$ cat src/rtl/wb_select_stage_if.sv
// wb_select_stage_if: request/writeback bundle between MEM and the register-file write port
interface wb_select_stage_if #(
    parameter int WIDTH = 32,
    parameter int NSRC  = 4,
    parameter int SELW  = 2,
    parameter int AW    = 5
);
    logic                  in_valid;
    logic                  in_ready;
    logic [SELW-1:0]       data_sel;
    logic [1:0]            dst_sel;
    logic [AW-1:0]         rd_addr;
    logic [AW-1:0]         rt_addr;
    logic [NSRC*WIDTH-1:0] src_data;
    logic                  slow_valid;
    logic [WIDTH-1:0]      slow_data;
    logic                  out_valid;
    logic                  out_ready;
    logic                  wr_en;
    logic [AW-1:0]         wr_addr;
    logic [WIDTH-1:0]      wr_data;
    modport master (
        output in_valid, data_sel, dst_sel, rd_addr, rt_addr, src_data, slow_valid, slow_data, out_ready,
        input  in_ready, out_valid, wr_en, wr_addr, wr_data
    );
    modport slave (
        input  in_valid, data_sel, dst_sel, rd_addr, rt_addr, src_data, slow_valid, slow_data, out_ready,
        output in_ready, out_valid, wr_en, wr_addr, wr_data
    );
endinterface

$ cat src/rtl/wb_select_stage.sv
// wb_select_stage: registered writeback source/destination selector with slow-source wait state
module wb_select_stage #(
    parameter int WIDTH    = 32,
    parameter int NSRC     = 4,
    parameter int SELW     = 2,
    parameter int AW       = 5,
    parameter int SLOW_IDX = 1,
    parameter int RA_ADDR  = 31
) (
    input logic clk,
    input logic reset,
    input logic flush,
    wb_select_stage_if.slave bus
);
    typedef enum logic [1:0] {IDLE, WAIT, FULL} state_t;
    state_t           state;
    logic             accept;
    logic             is_slow;
    logic [AW-1:0]    dst;
    logic [WIDTH-1:0] fast;
    always_comb begin
        bus.in_ready = !flush && (state == IDLE || (state == FULL && bus.out_ready));
        accept       = bus.in_valid && bus.in_ready;
        is_slow      = bus.data_sel == SELW'(SLOW_IDX);
        dst          = bus.dst_sel == 2'd0 ? bus.rd_addr :
                       bus.dst_sel == 2'd1 ? bus.rt_addr :
                       bus.dst_sel == 2'd2 ? AW'(RA_ADDR) : '0;
        fast         = int'(bus.data_sel) < NSRC ? bus.src_data[int'(bus.data_sel)*WIDTH +: WIDTH] : '0;
        bus.wr_en    = !flush && bus.out_valid && bus.out_ready && bus.wr_addr != '0;
    end
    always_ff @(posedge clk or negedge reset) begin
        if (!reset) begin
            state         <= IDLE;
            bus.out_valid <= 1'b0;
            bus.wr_addr   <= '0;
            bus.wr_data   <= '0;
        end else if (flush) begin
            state         <= IDLE;
            bus.out_valid <= 1'b0;
        end else if (accept) begin
            bus.wr_addr <= dst;
            if (is_slow && !bus.slow_valid) begin
                state         <= WAIT;
                bus.out_valid <= 1'b0;
            end else begin
                state         <= FULL;
                bus.out_valid <= 1'b1;
                bus.wr_data   <= is_slow ? bus.slow_data : fast;
            end
        end else if (state == WAIT && bus.slow_valid) begin
            state         <= FULL;
            bus.out_valid <= 1'b1;
            bus.wr_data   <= bus.slow_data;
        end else if (state == FULL && bus.out_ready) begin
            state         <= IDLE;
            bus.out_valid <= 1'b0;
        end
    end
endmodule

$ cat src/flat_wrapper.sv
// flat-port wrapper written by rule: the top's interface ports become plain ports
module wb_select_stage_flat 
#(
    parameter int WIDTH    = 32,
    parameter int NSRC     = 4,
    parameter int SELW     = 2,
    parameter int AW       = 5,
    parameter int SLOW_IDX = 1,
    parameter int RA_ADDR  = 31
)
  (clk, reset, flush, bus_in_valid, bus_data_sel, bus_dst_sel, bus_rd_addr, bus_rt_addr, bus_src_data, bus_slow_valid, bus_slow_data, bus_out_ready, bus_in_ready, bus_out_valid, bus_wr_en, bus_wr_addr, bus_wr_data);
  wb_select_stage_if #(.WIDTH(WIDTH), .NSRC(NSRC), .SELW(SELW), .AW(AW)) bus_i ();
  input logic clk;
  input logic reset;
  input logic flush;
  input wire logic [$bits(bus_i.in_valid)-1:0] bus_in_valid;
  input wire logic [$bits(bus_i.data_sel)-1:0] bus_data_sel;
  input wire logic [$bits(bus_i.dst_sel)-1:0] bus_dst_sel;
  input wire logic [$bits(bus_i.rd_addr)-1:0] bus_rd_addr;
  input wire logic [$bits(bus_i.rt_addr)-1:0] bus_rt_addr;
  input wire logic [$bits(bus_i.src_data)-1:0] bus_src_data;
  input wire logic [$bits(bus_i.slow_valid)-1:0] bus_slow_valid;
  input wire logic [$bits(bus_i.slow_data)-1:0] bus_slow_data;
  input wire logic [$bits(bus_i.out_ready)-1:0] bus_out_ready;
  output wire logic [$bits(bus_i.in_ready)-1:0] bus_in_ready;
  output wire logic [$bits(bus_i.out_valid)-1:0] bus_out_valid;
  output wire logic [$bits(bus_i.wr_en)-1:0] bus_wr_en;
  output wire logic [$bits(bus_i.wr_addr)-1:0] bus_wr_addr;
  output wire logic [$bits(bus_i.wr_data)-1:0] bus_wr_data;
  assign bus_i.in_valid = bus_in_valid;
  assign bus_i.data_sel = bus_data_sel;
  assign bus_i.dst_sel = bus_dst_sel;
  assign bus_i.rd_addr = bus_rd_addr;
  assign bus_i.rt_addr = bus_rt_addr;
  assign bus_i.src_data = bus_src_data;
  assign bus_i.slow_valid = bus_slow_valid;
  assign bus_i.slow_data = bus_slow_data;
  assign bus_i.out_ready = bus_out_ready;
  assign bus_in_ready = bus_i.in_ready;
  assign bus_out_valid = bus_i.out_valid;
  assign bus_wr_en = bus_i.wr_en;
  assign bus_wr_addr = bus_i.wr_addr;
  assign bus_wr_data = bus_i.wr_data;
  wb_select_stage #(.WIDTH(WIDTH), .NSRC(NSRC), .SELW(SELW), .AW(AW), .SLOW_IDX(SLOW_IDX), .RA_ADDR(RA_ADDR)) u_core (.clk(clk), .reset(reset), .flush(flush), .bus(bus_i));
endmodule
$ cat config.mk
export PLATFORM = sky130hd
export DESIGN_NAME = wb_select_stage_flat
export DESIGN_NICKNAME = d
export VERILOG_FILES = /design/src/rtl/wb_select_stage_if.sv /design/src/rtl/wb_select_stage.sv /design/src/flat_wrapper.sv
export SDC_FILE = /design/constraint.sdc
export NUM_CORES = 1
export LEC_CHECK = 0
export CAP_MARGIN = 20
export CORE_AREA = 2 2 93 95
export CTS_BUF_LIST = sky130_fd_sc_hd__clkbuf_2
export CTS_CLUSTER_DIAMETER = 150
export CTS_CLUSTER_SIZE = 8
export DETAILED_ROUTE_END_ITERATION = 8
export DIE_AREA = 0 0 95 97
export GPL_ROUTABILITY_DRIVEN = 0
export GPL_TIMING_DRIVEN = 1
export HOLD_SLACK_MARGIN = 0.02
export MAX_ROUTING_LAYER = met4
export PLACE_DENSITY = 0.78
export SLEW_MARGIN = 20
export SYNTH_ARGS = -nofsm -noshare
export SYNTH_HDL_FRONTEND = slang
export SYNTH_SLANG_ARGS = --single-unit
$ cat constraint.sdc
create_clock -name clk -period 2.3 [get_ports clk]
set_clock_uncertainty 0.05 [all_clocks]
set_input_delay 0.46 -clock clk [delete_from_list [all_inputs] [get_ports clk]]
set_output_delay 0.46 -clock clk [all_outputs]
set_load 0.01 [all_outputs]
* After elaboration in Yosys (flattened, before gate mapping)
Cells that the tools add are included.
** Cells by class
- Equality and inequality tests :: 6
- Shift operators :: 1
- Bitwise logic cells :: 1
- Reductions and logical operators :: 18
- Mux-type cells :: 17
** Operators with widths (count)
- $mux 32 :: 4
- $shiftx 128x8->32 :: 1
- $mux 5 :: 3
- $mux 2 :: 5
- $logic_and 1x1->1 :: 8
- $eq 2x1->1 const B :: 3
- $mux 1 :: 5
- $reduce_bool 5->1 :: 1
- $eq 2x2->1 const B :: 2
- $logic_not 2->1 :: 2
- $reduce_bool 4->1 :: 1
- $reduce_and 3->1 :: 1
- $logic_not 1->1 :: 2
- $ne 2x2->1 const B :: 1
- $reduce_and 2->1 :: 1
- $reduce_bool 2->1 :: 1
- $logic_or 1x1->1 :: 1
- $not 1->1 :: 1
** Storage, ports and cells
- Bits in registers :: 40
- Output and inout bits :: 40

* Depth between registers and ports, before layout
- Word-level depth :: 7
- Mapped depth :: 6

* Least setup slack after synthesis
Ideal clock, no wire load.
- Path kind :: input -> register
- From :: input port bus_data_sel[0]
- To :: register u_core.bus.wr_data[0]
- Arrival :: 1672 ps
- Data required time :: 2125 ps
- Stages :: 6
- Path buffers :: 2
- Setup slack :: 452 ps
- Cells stage by stage :: buf_4 -> or3b_4 -> nand4_2 -> a21oi_4 -> buf_6 -> mux2_4
** Between the ends
- Cells in the longest elaborated chain, start to end :: 4
- Elaborated cells on any way between the ends :: 8
** Ends and longest elaborated chain
- start: declaration :: line flat_wrapper.sv:17 : input wire logic [$bits(bus_i.data_sel)-1:0] bus_data_sel;
- $shiftx 128x8->32 / $eq 2x1->1 (equally long branches) :: line wb_select_stage.sv:28, wb_select_stage.sv:24
- $mux 32 / $logic_and 1x1->1 (equally long branches) :: line wb_select_stage.sv:48, wb_select_stage.sv:42
- $mux 32 / $ne 2x2->1 (equally long branches)
- $mux 32 / $reduce_and 3->1 (equally long branches)
- end signal: assignment :: line wb_select_stage.sv:48 : bus.wr_data <= is_slow ? bus.slow_data : fast;
- end signal: assignment :: line wb_select_stage.sv:53 : bus.wr_data <= bus.slow_data;
- end: declaration :: line wb_select_stage_if.sv:28 : output in_ready, out_valid, wr_en, wr_addr, wr_data
Parallel ways exist; a longest one is shown, timed or not. The select of a mux whose other input is x is not followed.
A chain may end at the register's enable or synchronous reset.

* Final worst setup path
- From :: register u_core.bus.wr_addr[0]
- To :: output port bus_wr_en
** Between the ends
- Cells in the longest elaborated chain, start to end :: 2
** Ends and longest elaborated chain
- start: declaration :: line wb_select_stage_if.sv:28
- start signal: assignment :: line wb_select_stage.sv:41 : bus.wr_addr <= dst;
- $reduce_bool 5->1 :: line wb_select_stage.sv:29 : bus.wr_en = !flush && bus.out_valid && bus.out_ready && bus.wr_addr != '0;
- $logic_and 1x1->1 :: line wb_select_stage.sv:29
- end: declaration :: line flat_wrapper.sv:27 : output wire logic [$bits(bus_i.wr_en)-1:0] bus_wr_en;
No other way between the ends.

==> results.yml <==
global_routing:
  first_global_vias: 2977
  grt_overflow_total: 0
  grt_use_total_pct: 20.8
  grt_antenna_before_repair: 0
  grt_max_degree: 27
  grt_pass1_wl_mm: 14.9
pwr:
  p_sw_share_pct: 28.7
  pwr-share-clk_pct: 15.0
  irDropWorstVdd_v: 0.000262
  powerDensity_mw_per_mm2: 549
  combPwrFrac_pct: 48.9
  p_leak_nw: 2.00
  seqPwrFrac_pct: 36.1
  p_int_w: 0.00193
  switchingPower_w: 0.000774
drt:
  wirelength_mm: 9.50
  vias_per_cell: 5.22
  routedLengthMet1_mm: 3.79
  drt_iter0_drc: 58
  wl_met2_mm: 4.72
  dr_wl_met3_um: 916
  wl_per_cell_um: 17.8
  drc_errors: 0
  routed.top_layer: "met4"
  ant_nets: 0
  dr.pass1.iters: 4
  vias: 2794
timing:
  layout_setup_ws_ps: 81.1
  rsz0062_at_grt: "true"
  finalSetupViolations: 0
  relSlewSlack_pct: 40.4
  tightest_slew_ps: 892
  period_share_pct: 96.5
  fmax_ghz: 0.451
  hold_slack_ps: 488
  drv_slew: 0
  period_minus_slack_ps: 2220
  hold_viol: 0
  finalSetupTns_ps: 0
clocking:
  clk_path_buf_depth: 2
  cts_sinks: 39
  clockRootBuffer: "clkbuf_2"
  cts_inserted_buffers: 5
  path_clk_slew_ps: 220
  cts_tree: "built"
  clock_latency_ps: 390
  ctsHtreeMaxLevel: 2
yosys:
  yosysUniqueCellTypes: 28
  ys_seq_area_share_pct: 35.8
  synth.avg_cell_area_um2: 11.6
  syn_inst: 235
  syn-cell-area_mm2: 0.00272
  ys_top_cells_by_area: "dfrtp_1, mux2_4, mux2_2"
  synth.largest_area_cell: "dfrtp_1"
  synth_warnings: 0
  synth_top_cell_area_share_pct: 35.8
  yosys_register_bits: 39
  synth_nets: 415
worst_setup_path:
  r2r_setup_slack_ps: 470
  r2r_end: "u_core.bus.wr_data[30]"
  start_kind: "flop"
  path_buf_inv: 1
  critPathSlowestCell: "or4_1"
  critPathKind: "flop to output pin"
  critPathArrivalTime_ps: 1710
  cp_max_fo: 2
  rr_worst_depth: 6
  max_stage_delay_ps: 520
  cp_top_family: "simple AND/OR/NAND/NOR gates"
  worstPathRequired_ps: 1790
  r2r-start: "u_core.state[0]"
  crit_path_end_kind: "output pin"
  worstPathCellList: "or4_1, o2111a_1, buf_2"
worst_hold_path:
  holdPathEnd: "u_core.bus.wr_data[22]"
  worstHoldStart: "u_core.bus.wr_data[22]"
  whs_path_depth: 1
  hp-class: "flop to flop"
die:
  pin_count: 220
  core_mm2: 0.00813
  fp.dieArea_mm2: 0.00922
  die_x_um: 95
  die_h_um: 97
  placementRows: 33
  initial_utilization_pct: 33.5
finish:
  diodes: 0
  area_growth_pct: 80.6
  nets: 609
  final_cells: 535
  drive_gt1_share_pct: 24.2
status:
  status: "finished clean"
placed_design:
  port-buffer-count: 187
  post-dp-hpwl_mm: 7.37
  post-place-ws_ps: -288
  dp_cells: 524
run:
  drv_cap: 0
worst max path at each step:
stage,startpoint,end,cells after the start
after floorplan,bus_data_sel[0],u_core.bus.wr_data[0],6
after global placement,bus_data_sel[1],u_core.bus.wr_data[28],6
after detailed placement,bus_data_sel[1],u_core.bus.wr_data[28],6
after CTS,bus_out_ready,bus_in_ready,4
after global routing,u_core.bus.wr_addr[0],bus_wr_en,3
final,u_core.bus.wr_addr[0],bus_wr_en,3
sequential cells by signal, indices dropped and copies added (netlist names):
name                count
u_core.state            2
u_core.bus.wr_data     32
u_core.bus.wr_addr      5
kinds of logic after synthesis:
kind of cell           synth area share, %
AO/OA/AOI/OAI                         23.6
buffers and inverters                 5.88
AND/OR/NAND/NOR                       4.18
flip-flops                            35.8
multiplexers                          30.5
cells in the final DEF (no fill, tap or decap):
master | Yosys | routed
a21oi_4 | 1 | 1
a22oi_1 | 32 | 32
a31o_2 | 1 | 1
and2_1 | 1 | 1
and3_1 | 1 | 1
buf_12 | 0 | 5
buf_2 | 5 | 3
buf_4 | 2 | 17
bufinv_16 | 0 | 1
clkbuf_2 | 0 | 5
clkdlybuf4s50_1 | 0 | 183
clkinv_1 | 0 | 1
clkinv_2 | 0 | 1
dfrtp_1 | 39 | 39
dlygate4sd3_1 | 0 | 1
dlymetal6s2s_1 | 0 | 1
inv_1 | 8 | 8
mux2_2 | 35 | 35
mux2_4 | 29 | 29
nand2_1 | 12 | 12
nand2b_4 | 0 | 1
nand3_2 | 0 | 1
nand4_2 | 1 | 1
nor2_1 | 2 | 1
nor2_2 | 0 | 1
nor2b_1 | 1 | 1
o2111a_1 | 1 | 1
o2111ai_4 | 0 | 1
o21ai_0 | 5 | 5
o2bb2ai_1 | 32 | 32
o311ai_0 | 5 | 5
o32ai_1 | 1 | 1
or3b_4 | 1 | 1
or4_1 | 1 | 1
power groups by stage:
stage	Sequential, W	Combinational, W	Clock, W
global route	0.000997	0.00140	0.000445
finish	0.000974	0.00132	0.000406
detailed placement	0.000989	0.00131	0
floorplan	0.00106	0.000454	0
global placement	0.000976	0.00129	0
CTS	0.000975	0.00133	0.000419
cells in the mapped netlist:
cell / number
and3_1: 1
a31o_2: 1
and2_1: 1
nand2b_1: 1
clkbuf_1: 11
a22oi_1: 32
o2bb2ai_1: 32
nor2b_1: 1
buf_4: 2
buf_6: 4
mux2_4: 29
buf_2: 5
nand4_2: 1
nand2_1: 12
o21ai_0: 5
nand3_1: 1
o311ai_0: 5
nor2_1: 2
inv_1: 8
dfrtp_1: 39
mux2_2: 35
a21oi_4: 1
or3b_4: 1
buf_1: 1
or4_1: 1
o32ai_1: 1
o2111a_1: 1
o2111ai_1: 1
per-layer routing:
metal	vias to the layer above	GRT usage, %
met5	-	-
met4	0	3.79
met3	12	5.14
met2	152	36.3
met1	1329	24.3
li1	1301	-
metrics by stage:
| step | total power, W | cell area (um^2) | utilization [%] |
|---|---|---|---|
| floorplan | 0.00152 | 2720 | - |
| detailed placement | 0.00230 | 4820 | 59.3 |
| CTS | 0.00273 | 4910 | 60.4 |
| global placement | 0.00227 | 4820 | 59.3 |
| finish | 0.00270 | 4920 | 60.5 |
| global route | 0.00285 | 4920 | 60.5 |
area by class of cell:
class	instances	area (um^2)
Inverter	8	30.0
Tap cell	105	131
Timing Repair Buffer	210	2100
Fill cell	704	3220
Clock inverter	3	38.8
Clock buffer	5	25.0
Multi-Input combinational cell	165	1620
Sequential cell	39	976
timing repair:
item,in CTS,in global routing
buffers inserted,2,0
endpoints found under the hold margin,25,0
resized for setup,5,1
hold buffers,1,0
setup endpoints to repair,2,2
Note: power is estimated with default switching activity, not from simulation.
